--- src/rtl/fetch_pkg.sv ---
// Shared types and constants for the instruction fetch stage.
//   NOP_INSTR        : instruction word emitted as a bubble
//   RESET_PC_DEFAULT : default first fetch address after reset
//   fetch_entry_t    : one prefetch queue entry {pc, instr}
package fetch_pkg;

  localparam logic [31:0] NOP_INSTR        = 32'h0000_0000;
  localparam logic [31:0] RESET_PC_DEFAULT = 32'h0000_0000;

  typedef struct packed {
    logic [31:0] pc;
    logic [31:0] instr;
  } fetch_entry_t;

endpackage

--- src/rtl/fetch_if.sv ---
// Instruction memory req/ack bus.
//   IMem_Addr : fetch address, stable while IMem_Req is high
//   IMem_Req  : fetch request
//   IMem_Ack  : request accepted, IMem_Data valid in the same cycle
//   IMem_Data : returned instruction word
// master = fetch stage, slave = instruction memory.
interface fetch_if;

  logic [31:0] IMem_Addr;
  logic        IMem_Req;
  logic        IMem_Ack;
  logic [31:0] IMem_Data;

  modport master (output IMem_Addr, IMem_Req, input  IMem_Ack, IMem_Data);
  modport slave  (input  IMem_Addr, IMem_Req, output IMem_Ack, IMem_Data);

endinterface

--- src/rtl/fetch_queue.sv ---
// Synchronous FIFO of fetch_entry_t used as the prefetch queue.
//   clk, rst_n : clock, asynchronous active-low reset
//   push/push_data : write an entry (ignored when full)
//   pop        : advance the head (ignored when empty)
//   flush      : empty the queue; wins over push and pop in the same cycle
//   head       : current head entry (valid when !empty)
//   full/empty/count : occupancy status
module fetch_queue
  import fetch_pkg::*;
#(
  parameter  int unsigned DEPTH = 4,
  localparam int unsigned AW    = $clog2(DEPTH),
  localparam int unsigned CW    = AW + 1
) (
  input  logic         clk,
  input  logic         rst_n,
  input  logic         push,
  input  fetch_entry_t push_data,
  input  logic         pop,
  input  logic         flush,
  output fetch_entry_t head,
  output logic         full,
  output logic         empty,
  output logic [CW-1:0] count
);

  fetch_entry_t   mem_q [DEPTH];
  fetch_entry_t   mem_d [DEPTH];
  logic [AW-1:0]  wr_q, wr_d, rd_q, rd_d;
  logic [CW-1:0]  cnt_q, cnt_d;
  logic           do_push, do_pop;

  assign full  = (cnt_q == CW'(DEPTH));
  assign empty = (cnt_q == '0);
  assign count = cnt_q;
  assign head  = mem_q[rd_q];

  always_comb begin
    do_push = push && !full;
    do_pop  = pop && !empty;
    mem_d   = mem_q;
    wr_d    = wr_q;
    rd_d    = rd_q;
    cnt_d   = cnt_q;
    if (flush) begin
      wr_d  = '0;
      rd_d  = '0;
      cnt_d = '0;
    end else begin
      if (do_push) begin
        mem_d[wr_q] = push_data;
        wr_d        = wr_q + 1'b1;   // DEPTH is a power of 2: pointers wrap naturally
      end
      if (do_pop) rd_d = rd_q + 1'b1;
      cnt_d = cnt_q + CW'(do_push) - CW'(do_pop);
    end
  end

  always_ff @(posedge clk or negedge rst_n) begin
    if (!rst_n) begin
      mem_q <= '{default: '0};
      wr_q  <= '0;
      rd_q  <= '0;
      cnt_q <= '0;
    end else begin
      mem_q <= mem_d;
      wr_q  <= wr_d;
      rd_q  <= rd_d;
      cnt_q <= cnt_d;
    end
  end

endmodule

--- src/rtl/fetch_unit.sv ---
// Instruction fetch stage. Issues sequential word fetches over a
// single-outstanding req/ack bus, buffers words with their PCs in a
// prefetch queue and hands one instruction (or a NOP bubble) per cycle
// to decode. Handles decode redirects and freeze requests.
//   CLK, RESET         : clock, asynchronous active-low reset
//   Alt_PC             : redirect target (low two bits ignored)
//   Request_Alt_PC     : redirect strobe
//   WANT_FREEZE        : hold the decode-facing outputs
//   imem               : instruction memory bus (master side)
//   Instr1_OUT, Instr_PC_OUT, Instr_PC_Plus4_OUT : instruction to decode
module fetch_unit
  import fetch_pkg::*;
#(
  parameter logic [31:0] RESET_PC    = RESET_PC_DEFAULT,
  parameter int unsigned QUEUE_DEPTH = 4
) (
  input  logic        CLK,
  input  logic        RESET,
  input  logic [31:0] Alt_PC,
  input  logic        Request_Alt_PC,
  input  logic        WANT_FREEZE,
  fetch_if.master     imem,
  output logic [31:0] Instr1_OUT,
  output logic [31:0] Instr_PC_OUT,
  output logic [31:0] Instr_PC_Plus4_OUT
);

  localparam int unsigned CW = $clog2(QUEUE_DEPTH) + 1;

  logic [31:0]  fetch_pc_q, fetch_pc_d;
  logic [31:0]  addr_q, addr_d;
  logic         req_q, req_d;
  logic         discard_q, discard_d;
  logic         pending_q, pending_d;
  logic [31:0]  pending_pc_q, pending_pc_d;
  logic [31:0]  instr_q, instr_d, pc_q, pc_d, pc4_q, pc4_d;

  logic         ack, hold_req, redirect_now;
  logic [31:0]  alt_aligned, target;
  logic         q_push, q_pop, q_flush, q_full, q_empty;
  logic [CW-1:0] q_count, count_after;
  fetch_entry_t q_in, q_head;

  fetch_queue #(.DEPTH(QUEUE_DEPTH)) u_queue (
    .clk      (CLK),
    .rst_n    (RESET),
    .push     (q_push),
    .push_data(q_in),
    .pop      (q_pop),
    .flush    (q_flush),
    .head     (q_head),
    .full     (q_full),
    .empty    (q_empty),
    .count    (q_count)
  );

  assign imem.IMem_Req    = req_q;
  assign imem.IMem_Addr   = addr_q;
  assign Instr1_OUT         = instr_q;
  assign Instr_PC_OUT       = pc_q;
  assign Instr_PC_Plus4_OUT = pc4_q;

  always_comb begin
    ack          = req_q && imem.IMem_Ack;
    hold_req     = req_q && !imem.IMem_Ack;
    alt_aligned  = Alt_PC & 32'hFFFF_FFFC;
    // A redirect captured during freeze is applied at the first unfrozen edge;
    // a fresh strobe on that edge supersedes the captured target.
    redirect_now = !WANT_FREEZE && (Request_Alt_PC || pending_q);
    target       = Request_Alt_PC ? alt_aligned : pending_pc_q;

    q_flush    = Request_Alt_PC || redirect_now;
    q_push     = ack && !discard_q && !q_full;
    q_pop      = !WANT_FREEZE && !redirect_now && !q_empty;
    q_in.pc    = fetch_pc_q;
    q_in.instr = imem.IMem_Data;

    fetch_pc_d   = fetch_pc_q;
    discard_d    = discard_q;
    pending_d    = pending_q;
    pending_pc_d = pending_pc_q;

    if (q_push) fetch_pc_d = fetch_pc_q + 32'd4;
    if (ack && discard_q) discard_d = 1'b0;

    if (redirect_now) begin
      fetch_pc_d = target;
      discard_d  = hold_req;   // the in-flight word belongs to the old path
      pending_d  = 1'b0;
    end else if (WANT_FREEZE && Request_Alt_PC) begin
      pending_d    = 1'b1;
      pending_pc_d = alt_aligned;
    end

    count_after = q_flush ? '0 : (q_count + CW'(q_push) - CW'(q_pop));

    // Req/Addr stay put until acked; afterwards a new request goes out only
    // if the word can still be stored.
    if (hold_req) begin
      req_d  = 1'b1;
      addr_d = addr_q;
    end else begin
      req_d  = (count_after < CW'(QUEUE_DEPTH));
      addr_d = fetch_pc_d;
    end
  end

  always_comb begin
    instr_d = instr_q;
    pc_d    = pc_q;
    pc4_d   = pc4_q;
    if (!WANT_FREEZE) begin
      if (q_pop) begin
        instr_d = q_head.instr;
        pc_d    = q_head.pc;
        pc4_d   = q_head.pc + 32'd4;
      end else begin
        instr_d = NOP_INSTR;
        pc_d    = '0;
        pc4_d   = '0;
      end
    end
  end

  always_ff @(posedge CLK or negedge RESET) begin
    if (!RESET) begin
      fetch_pc_q   <= RESET_PC;
      addr_q       <= RESET_PC;
      req_q        <= 1'b0;
      discard_q    <= 1'b0;
      pending_q    <= 1'b0;
      pending_pc_q <= '0;
      instr_q      <= '0;
      pc_q         <= '0;
      pc4_q        <= '0;
    end else begin
      fetch_pc_q   <= fetch_pc_d;
      addr_q       <= addr_d;
      req_q        <= req_d;
      discard_q    <= discard_d;
      pending_q    <= pending_d;
      pending_pc_q <= pending_pc_d;
      instr_q      <= instr_d;
      pc_q         <= pc_d;
      pc4_q        <= pc4_d;
    end
  end

endmodule

--- src/flat_wrapper.sv ---
// flat-port wrapper written by rule: the top's interface ports become plain ports
module fetch_unit_flat import fetch_pkg::*;
#(
  parameter logic [31:0] RESET_PC    = RESET_PC_DEFAULT,
  parameter int unsigned QUEUE_DEPTH = 4
)
  (CLK, RESET, Alt_PC, Request_Alt_PC, WANT_FREEZE, Instr1_OUT, Instr_PC_OUT, Instr_PC_Plus4_OUT, imem_IMem_Addr, imem_IMem_Req, imem_IMem_Ack, imem_IMem_Data);
  fetch_if imem_i ();
  input  logic CLK;
  input  logic RESET;
  input  logic [31:0] Alt_PC;
  input  logic Request_Alt_PC;
  input  logic WANT_FREEZE;
  output logic [31:0] Instr1_OUT;
  output logic [31:0] Instr_PC_OUT;
  output logic [31:0] Instr_PC_Plus4_OUT;
  output wire logic [$bits(imem_i.IMem_Addr)-1:0] imem_IMem_Addr;
  output wire logic [$bits(imem_i.IMem_Req)-1:0] imem_IMem_Req;
  input wire logic [$bits(imem_i.IMem_Ack)-1:0] imem_IMem_Ack;
  input wire logic [$bits(imem_i.IMem_Data)-1:0] imem_IMem_Data;
  assign imem_IMem_Addr = imem_i.IMem_Addr;
  assign imem_IMem_Req = imem_i.IMem_Req;
  assign imem_i.IMem_Ack = imem_IMem_Ack;
  assign imem_i.IMem_Data = imem_IMem_Data;
  fetch_unit #(.RESET_PC(RESET_PC), .QUEUE_DEPTH(QUEUE_DEPTH)) u_core (.CLK(CLK), .RESET(RESET), .Alt_PC(Alt_PC), .Request_Alt_PC(Request_Alt_PC), .WANT_FREEZE(WANT_FREEZE), .imem(imem_i), .Instr1_OUT(Instr1_OUT), .Instr_PC_OUT(Instr_PC_OUT), .Instr_PC_Plus4_OUT(Instr_PC_Plus4_OUT));
endmodule
--- config.mk ---
export PLATFORM = sky130hd
export DESIGN_NAME = fetch_unit_flat
export DESIGN_NICKNAME = d
export VERILOG_FILES = /design/src/rtl/fetch_pkg.sv /design/src/rtl/fetch_if.sv /design/src/rtl/fetch_queue.sv /design/src/rtl/fetch_unit.sv /design/src/flat_wrapper.sv
export SDC_FILE = /design/constraint.sdc
export NUM_CORES = 1
export LEC_CHECK = 0
export CAP_MARGIN = 10
export CORE_UTILIZATION = 53
export DETAILED_ROUTE_END_ITERATION = 8
export PLACE_DENSITY_LB_ADDON = 0.1
export SYNTH_ARGS = -nofsm -noshare
export SYNTH_HDL_FRONTEND = slang
export SYNTH_HIERARCHICAL = 1
export SYNTH_SLANG_ARGS = --single-unit
--- constraint.sdc ---
create_clock -name CLK -period 9.4 [get_ports CLK]
set_clock_uncertainty 0.05 [all_clocks]
set_input_delay 0.94 -clock CLK [delete_from_list [all_inputs] [get_ports CLK]]
set_output_delay 0.94 -clock CLK [all_outputs]
set_load 0.05 [all_outputs]
## Word level (Yosys, flattened, before mapping)

Index checks and enable logic that the tools add are counted.

- Add/sub/neg operators: 8
- Order comparisons: 4
- Equality and inequality tests: 1
- Multiplexer cells: 23
- Bitwise operators: 4
- Reduce and logical (&&, ||, !) cells: 27

Operators with widths:

| kind | number |
|---|---|
| $bwmux 256 | 1 |
| $mux 32 | 6 |
| $mux 64 | 3 |
| $bmux 64 s2 | 1 |
| $demux 64 s2 | 1 |
| $add 32x3->32 const B | 2 |
| $logic_and 1x1->1 | 12 |
| $mux 2 | 4 |
| $reduce_bool 2->1 | 4 |
| $add 3x1->3 | 2 |
| $ge 3x3->1 const B | 2 |
| $logic_not 1->1 | 6 |
| $mux 3 | 2 |
| $not 2->3 | 2 |
| $sub 3x1->3 | 2 |
| $mux 1 | 5 |
| $add 2x1->2 const B | 2 |
| $reduce_and 2->1 | 2 |
| $eq 3x3->1 const B | 1 |
| $logic_not 3->1 | 1 |
| $lt 3x1->1 const B | 1 |
| $lt 3x3->1 const B | 1 |
| $logic_or 1x1->1 | 2 |
| $not 1->1 | 2 |

- Flip-flop bits (word level): 456
- Input bits: 69

## Longest topological paths before layout

Gate-level depths: netlist of the first run.

- Depth in word-level cells: 9
- Gate-level depth with buffers: 16
- Depth with buffers taken out: 14

## Modules after synthesis

Netlist of the first run, hierarchy kept.

Modules (own cells, without submodules):

| module | times used | cells an instance | area each (um^2) | seq. area each (um^2) |
|---|---|---|---|---|
| fetch_queue | 1 | 666 | 12734.7 | 6581.3 |
| fetch_unit | 1 | 775 | 8667.1 | 4779.6 |

## Least setup slack after synthesis of the first run

OpenSTA, ideal clock, no wires.

- Path type: in2reg
- Start: in WANT_FREEZE
- End: reg u_core.u_queue.cnt_q[2], in the netlist u_core/u_queue/count[2]
- Arrival time: 3152 ps
- Path slack: 6112 ps
- Stages on the path: 15
- Cells stage by stage: buf_2 -> nor2_1 -> nand2_1 -> inv_2 -> clkbuf_1 -> o31ai_1 -> inv_1 -> ha_1 -> inv_1 -> ha_1 -> inv_1 -> fa_1 -> xor2_1 -> and2_1 -> nor3_1

- Word-level cells in the longest chain between the ends: 8
- Elaborated cells between the ends (all ways): 9
- Those cells by class: add/sub (1); mux (1); reduce/logical (7)

Ends and longest elaborated chain:

| item | line | text |
|---|---|---|
| start: declaration | flat_wrapper.sv:13 | `input logic WANT_FREEZE;` |
| $logic_not 1->1 (*) | fetch_unit.sv:69, fetch_unit.sv:74 |  |
| $logic_and 1x1->1 | fetch_unit.sv:69 | `redirect_now = !WANT_FREEZE && (Request_Alt_PC \|\| pending_q);` |
| $logic_not 1->1 | fetch_unit.sv:74 | `q_pop = !WANT_FREEZE && !redirect_now && !q_empty;` |
| $logic_and 1x1->1 (*) (2 in series) | fetch_unit.sv:74 |  |
| via u_core.q_pop | fetch_unit.sv:40 | `logic q_push, q_pop, q_flush, q_full, q_empty;` |
| $logic_and 1x1->1 (*) | fetch_queue.sv:40 | `do_pop = pop && !empty;` |
| $sub 3x1->3 (*) | fetch_queue.sv:55 | `cnt_d = cnt_q + CW'(do_push) - CW'(do_pop);` |
| $mux 3 (*) | fetch_queue.sv:45 | `if (flush) begin` |
| via u_core.u_queue.cnt_d[2] | fetch_queue.sv:30 | `logic [CW-1:0] cnt_q, cnt_d;` |
| end signal: assignment | fetch_queue.sv:69 | `cnt_q <= cnt_d;` |
| end: declaration | fetch_queue.sv:30 |  |

The timed path passes the listed nets; every way through them passes the cells marked *.
A chain may end at the register's enable or synchronous reset.

## Worst setup path after layout of the first run

- Start: in WANT_FREEZE
- End: reg u_core/u_queue/mem_q[191] (netlist name)

- Word-level cells in the longest chain between the ends: 5

Ends and longest elaborated chain:

| item | line | text |
|---|---|---|
| $logic_not 1->1 | fetch_unit.sv:69 |  |
| $logic_and 1x1->1 | fetch_unit.sv:69 |  |
| $logic_or 1x1->1 | fetch_unit.sv:72 | `q_flush = Request_Alt_PC \|\| redirect_now;` |
| via u_core.q_flush | fetch_unit.sv:40 |  |
| $not 1->1 (no line) | - |  |
| $reduce_and 2->1 (no line) | - |  |
| end signal: assignment | fetch_queue.sv:66 | `mem_q <= mem_d;` |
| end: declaration | fetch_queue.sv:27 | `fetch_entry_t mem_q [DEPTH];` |

The timed path passes the listed nets, and every way through them passes these cells.

==> results.py, run 1 <==
metrics = {
    "timing": {
        "max_freq_mhz": 224,
        "fin_crit_ns": 4.46,
        "setup_viol": 0,
        "setup_ws_ns": 4.94,
        "fin_crit_sh": 0.474,
        "rsz0062_at_grt": "false",
        "hold_viol_final": 0,
        "tightest_slew_ns": 1.11,
        "max-slew-margin-rel": 0.255,
        "fin_setup_tns_ns": 0,
        "drv_slew": 0,
    },
    "layout": {
        "nNetsFinal": 1690,
        "seqCellArea_sq_um": 11400,
        "syn_to_final_growth_pct": 16.2,
        "multiInputGateArea_sq_um": 9130,
        "n_fill_cell": 3129,
        "drive_gt1_frac": 0.286,
        "n_antenna_cell": 0,
    },
    "route": {
        "met3_length_mm": 1.88,
        "routed_wl_mm": 47.3,
        "drcViolationCount": 0,
        "drtIter0Drc": 727,
        "highest_layer": "met4",
        "drt-met1-wl_mm": 22.2,
        "dr.pass1.iters": 5,
        "dr_wl_met2_mm": 22.1,
        "wl_per_cell_microns": 21.8,
        "drtAntennaViolNets": 0,
        "vias": 12500,
        "viasPerCell": 5.75,
    },
    "synth": {
        "synth_top_cell_area_share": 0.531,
        "ys_async_sr_fraction": 1.00,
        "syn_area_sq_um": 21400,
        "syn_avg_cell_area_sq_um": 14.9,
        "synthDistinctLibCells": 59,
        "synth-edff-count": 0,
        "synth.largest_area_cell": "dfrtp_1",
        "ys_seq_area_frac": 0.531,
        "synthFlopType": "dfrtp_1",
        "synth_most_common_cell": "dfrtp_1",
        "synthTopCellsByCount": "dfrtp_1 (454), mux2_4 (240), a22o_1 (64), mux4_2 (64), nand2_1 (64)",
        "synth_area_leaders": "dfrtp_1 (53%), mux2_4 (17%), mux4_2 (6.7%), mux2_2 (2.7%), a22o_1 (2.6%)",
        "synth_cells": 1441,
        "synth.net_count": 1521,
        "ys_ff_latch": 454,
        "ys_warn_count": 6,
    },
    "status": {
        "status": "finished, final reports clean",
    },
    "setup_path": {
        "worst_ep_arrival_time_ns": 4.86,
        "crit_start": "WANT_FREEZE",
        "path_cells": "buf_4 -> o21bai_4 -> buf_4 -> nand2b_1 -> nor2b_1 -> and3_4 -> buf_4 -> mux2_1",
        "critPathMostFrequentCell": "buf_4",
        "crit_type": "input pin to flop",
        "cp_max_fo": 63,
        "r2r-start": "u_core/u_queue/count[1]$_DFF_PN0_",
        "crit_path_end_kind": "flop",
        "critical-path-top-delay-family": "buffers and inverters",
        "slowest_stage": "buf_4",
        "start_kind": "input pin",
        "critical_path_buf_inv_count": 3,
        "worst_path_largest_cell_delay_ns": 0.76,
        "worst_ep_required_time_ns": 9.80,
    },
    "clocking": {
        "path_clk_slew_ns": 0.06,
        "cts_tree": "done",
        "root_buffer": "clkbuf_16",
        "ctsHoldBuffers": 0,
        "cts_buffers": 47,
        "htree_levels": 2,
        "cts_buffer_depth": 3,
        "post_cts_buffers": 0,
        "cts.sinks": 454,
        "cts-resized-gates": 0,
        "insertion_delay_ns": 0.58,
    },
    "global_routing": {
        "first_global_vias": 13300,
        "grtUsageTotal": 0.237,
        "grt-ovfl-total": 0,
        "grt_max_degree": 163,
        "antenna_found_initial": 0,
        "grt_pass1_wl_mm": 76.6,
    },
    "die": {
        "row_count": 73,
        "fp.dieH_microns": 203,
        "die_w_microns": 203,
        "num_io_pins": 198,
        "start_util": 0.537,
        "dieArea_sq_um": 41200,
        "core_sq_um": 39800,
    },
    "place": {
        "pre_cts_ws_ns": 4.30,
        "hpwlAfterDp_mm": 29.1,
        "io_buffers": 195,
        "gp_congestion": 0.782,
    },
    "hold_path": {
        "hp-class": "input pin to async pin",
    },
    "power": {
        "p_total_uw": 5810,
        "p_per_area_nw_per_um2": 234,
        "peakVddDrop_v": 0.000138,
        "cellLeakagePower_uw": 0.0108,
    },
    "flow_run": {
        "cap_violations": 0,
    },
}
-- final cells by class --
| cell class | count | area share |
|---|---|---|
| multi-input cells | 875 | 0.367 |
| inverters | 19 | 0.00292 |
| flip-flops and latches | 454 | 0.457 |
| repair buffers | 213 | 0.0844 |
| clock buffers | 70 | 0.0556 |
| well taps | 525 | 0.0264 |
| clock inverters | 18 | 0.00609 |
-- per-stage QoR --
step	instance area (sq um)	cells	hold WS [ns]	utilization
global route	24900	2174	0.382	0.624
floorplan	21400	1441	0.401	-
finish	24900	2174	0.333	0.624
global placement	23300	2086	0.412	0.586
CTS	24900	2174	0.363	0.624
detailed placement	23300	2086	0.421	0.586
-- power breakdown --
| group | switching (uW) | total [uW] | internal [uW] | leakage [uW] |
|---|---|---|---|---|
| combinational | 647 | 1370 | 728 | 0.00420 |
| sequential | 270 | 2590 | 2320 | 0.00585 |
| clock | 772 | 1850 | 1070 | 0.000771 |
-- state kept, by name, indices dropped and copies added (netlist names) --
name	count
u_core/Instr1_OUT	32
u_core/Instr_PC_OUT	32
u_core/Instr_PC_Plus4_OUT	30
u_core/discard_q	1
u_core/fetch_pc_q	32
u_core/imem.IMem_Addr	32
u_core/imem.IMem_Req	1
u_core/pending_pc_q	30
u_core/pending_q	1
u_core/u_queue/count	3
u_core/u_queue/mem_q	256
u_core/u_queue/rd_q	2
u_core/u_queue/wr_q	2
-- routing by layer --
layer | GRT usage | vias to the layer above
li1 | - | 5610
met1 | 0.344 | 6540
met2 | 0.371 | 280
met3 | 0.0360 | 69
met4 | 0.0701 | 0
met5 | 0 | -
-- cells in the final DEF (no fill, tap or decap), drive strengths merged, types with 2 or more instances in the layout --
cell type      synthesis  final
nand2b                 2      2
a211oi                14     14
and3                  16     16
or3b                   2      2
nor2b                 21     21
nor2                  44     44
clkdlybuf4s50          0    192
buf                   54     21
ha                    10     10
bufinv                 0      2
clkbuf                39     70
a31oi                  3      3
nand4                 26     26
o21ai                 43     43
dfrtp                454    454
nor3                  15     15
clkinv                 1     14
a221oi                 2      2
xor2                  30     30
nor4                   6      6
mux2                 308    308
o31ai                  5      5
nand3                 16     16
mux4                  64     64
mux2i                  9      9
and4                   9      9
a21oi                 36     36
a22o                  64     64
nand2                 64     64
and2                  12     12
o211ai                 3      3
xnor2                 25     25
o22ai                 10     10
inv                   18     21
nor3b                  2      2
or3                    3      3
or4                    2      2
-- path summary, 6_finish.rpt --
kind | slack (ns) | cells past startpoint | endpoint
min | 0.33 | 1 | u_core/u_queue/mem_q[216]$_DFFE_PN0P_
max in group asynchronous | 6.90 | 3 | u_core/u_queue/wr_q[0]$_DFFE_PN0P_
max | 4.94 | 8 | u_core/u_queue/mem_q[191]$_DFFE_PN0P_
min in group CLK | 0.43 | 1 | u_core/u_queue/mem_q[95]$_DFFE_PN0P_
min reg2reg | 0.43 | 1 | u_core/u_queue/mem_q[95]$_DFFE_PN0P_
max reg2reg | 5.34 | 8 | u_core/u_queue/mem_q[191]$_DFFE_PN0P_
-- kinds of logic (layout without fill, tap and decap cells) --
kind of cell               count (synthesis)  in the layout  share of synthesized area
and+or+nand+nor                          245            245                     0.0631
xor gates and xnor gates                  55             55                     0.0225
adders and majority gates                 11             11                    0.00678
buffers and inverters                    112            320                     0.0427
DFF                                      454            454                      0.531
muxes                                    381            381                      0.276
AOI/OAI and AO/OA                        183            183                     0.0583
No activity file was read; power rests on OpenSTA's default activity.
==> run 2, diff against run 1 <==
==> constraint.sdc (replaced) <==
create_clock -name CLK -period 4.61 [get_ports CLK]
set_clock_uncertainty 0.05 [all_clocks]
set_input_delay 0.461 -clock CLK [delete_from_list [all_inputs] [get_ports CLK]]
set_output_delay 0.461 -clock CLK [all_outputs]
set_load 0.05 [all_outputs]
==> results.py, run 2 (same netlist as run 1, synthesis figures left out) <==
metrics = {
    "layout": {
        "n_antenna_cell": 0,
        "drive_gt1_frac": 0.295,
        "nNetsFinal": 1707,
        "fin_util": 0.634,
        "top_register": "u_core/u_queue/mem_q",
        "multiInputGateArea_sq_um": 9130,
        "seqCellArea_sq_um": 11400,
        "final_common_cell": "dfrtp_1",
        "syn_to_final_growth_pct": 18.0,
        "layout_common_cells": "dfrtp_1 (452), mux2_4 (240), clkdlybuf4s50_1 (192)",
        "n_fill_cell": 3042,
        "largest_reg_flops": 256,
    },
    "hold_path": {
        "hp-class": "input pin to flop",
        "min-delay-start": "Request_Alt_PC",
        "holdPathEnd": "u_core/pending_q$_DFFE_PN0P_",
        "whs_path_depth": 3,
    },
    "power": {
        "cellLeakagePower_uw": 0.0110,
        "p_total_uw": 12300,
        "p_per_area_nw_per_um2": 488,
        "peakVddDrop_v": 0.000345,
    },
    "clocking": {
        "cts-resized-gates": 0,
        "htree_levels": 2,
        "ctsHoldBuffers": 1,
        "path_clk_slew_ns": 0.06,
        "cts_buffers": 48,
        "insertion_delay_ns": 0.59,
        "cts_tree": "done",
        "root_buffer": "clkbuf_16",
        "cts_buffer_depth": 3,
        "post_cts_buffers": 0,
        "cts.sinks": 454,
    },
    "die": {
        "core_sq_um": 39800,
        "num_io_pins": 198,
        "dieArea_sq_um": 41200,
        "start_util": 0.537,
        "fp.dieH_microns": 203,
        "row_count": 73,
        "die_w_microns": 203,
    },
    "timing": {
        "tightest_slew_ns": 0.861,
        "drv_slew": 0,
        "rsz0062_at_grt": "false",
        "setup_viol": 0,
        "fin_crit_ns": 3.52,
        "hold_viol_final": 0,
        "fin_setup_tns_ns": 0,
        "max-slew-margin-rel": 0.426,
        "max_freq_mhz": 284,
        "hold_slack_ns": 0.277,
        "fin_crit_sh": 0.764,
    },
    "global_routing": {
        "grtUsageTotal": 0.239,
        "first_global_vias": 13300,
        "grt-ovfl-total": 0,
        "antenna_found_initial": 0,
        "grt_max_degree": 119,
        "grt_pass1_wl_mm": 77.0,
    },
    "place": {
        "gp_congestion": 0.810,
        "hpwlAfterDp_mm": 29.9,
        "io_buffers": 195,
    },
    "setup_path": {
        "crit_start": "u_core/u_queue/count[1]$_DFF_PN0_",
        "r2r_cells": 14,
        "r2r-start": "u_core/u_queue/count[1]$_DFF_PN0_",
        "worst_ep_arrival_time_ns": 3.97,
        "worst_ep_required_time_ns": 5.06,
        "crit_type": "flop to flop",
        "crit_path_end_kind": "flop",
        "r2r-end": "u_core/u_queue/count[2]$_DFF_PN0_",
        "start_kind": "flop",
        "rrSetupSlack_ns": 1.09,
        "cp_max_fo": 14,
    },
    "route": {
        "routed_wl_mm": 47.6,
        "viasPerCell": 5.72,
        "drtIter0Drc": 698,
        "drtAntennaViolNets": 0,
        "drcViolationCount": 0,
        "wl_per_cell_microns": 21.7,
        "vias": 12500,
        "dr.pass1.iters": 4,
    },
    "flow_run": {
        "cap_violations": 0,
    },
    "status": {
        "status": "finished, final reports clean",
    },
}
==> run 2: metrics by stage <==
stage | cells | instance area (sq um) | setup WS (ns)
after floorplan | 1441 | 21400 | 1.63
after global placement | 2101 | 23500 | 1.02
after detailed placement | 2101 | 23500 | 0.989
after CTS | 2191 | 25300 | 1.09
after global routing | 2191 | 25300 | 0.801
final | 2191 | 25300 | 1.09
==> run 2: critical path: stages (launching register included) <==
cell	delay, ns
dfrtp_1	0.48
or3b_4	0.48
inv_1	0.07
nand4bb_1	0.41
clkinv_2	0.33
and2_1	0.26
inv_1	0.07
ha_1	0.23
inv_1	0.07
ha_1	0.14
inv_1	0.05
fa_1	0.37
xor2_1	0.16
and2_1	0.16
nor3_1	0.11
==> run 2: routing by layer <==
layer	global-route usage	share of wire	wire length, microns
met1	0.343	0.47	22300
met2	0.382	0.48	22800
met3	0.0310	0.035	1660
met4	0.0728	0.020	933
met5	0	0	0
==> run 2: layout make-up <==
type                       instances  share of cell area
clock buffer                      63              0.0534
clock inverter                    26              0.0155
multi-input combinational        875               0.362
inverter                          19             0.00287
tap                              525              0.0260
sequential                       454               0.450
timing repair buffer             229              0.0908
==> run 2: where the power goes <==
part           total, uW  leakage [uW]  internal [uW]  switching [uW]
sequential          5280       0.00585           4740             546
combinational       2820       0.00430           1490            1330
clock               4240      0.000864           2620            1610
total              12300        0.0110           8850            3490
==> run 2: how the worst max path moves through the flow <==
stage	endpoint	slack [ns]	cells after the start
6_report	u_core/u_queue/count[2]$_DFF_PN0_	1.09	14
5_1_grt	u_core/u_queue/count[2]$_DFF_PN0_	0.80	14
4_1_cts	u_core/u_queue/count[2]$_DFF_PN0_	1.09	14
3_5_place_dp	u_core/u_queue/mem_q[98]$_DFFE_PN0P_	0.99	7
3_3_place_gp	u_core/u_queue/mem_q[98]$_DFFE_PN0P_	1.02	7
2_1_floorplan	u_core/u_queue/count[2]$_DFF_PN0_	1.63	16
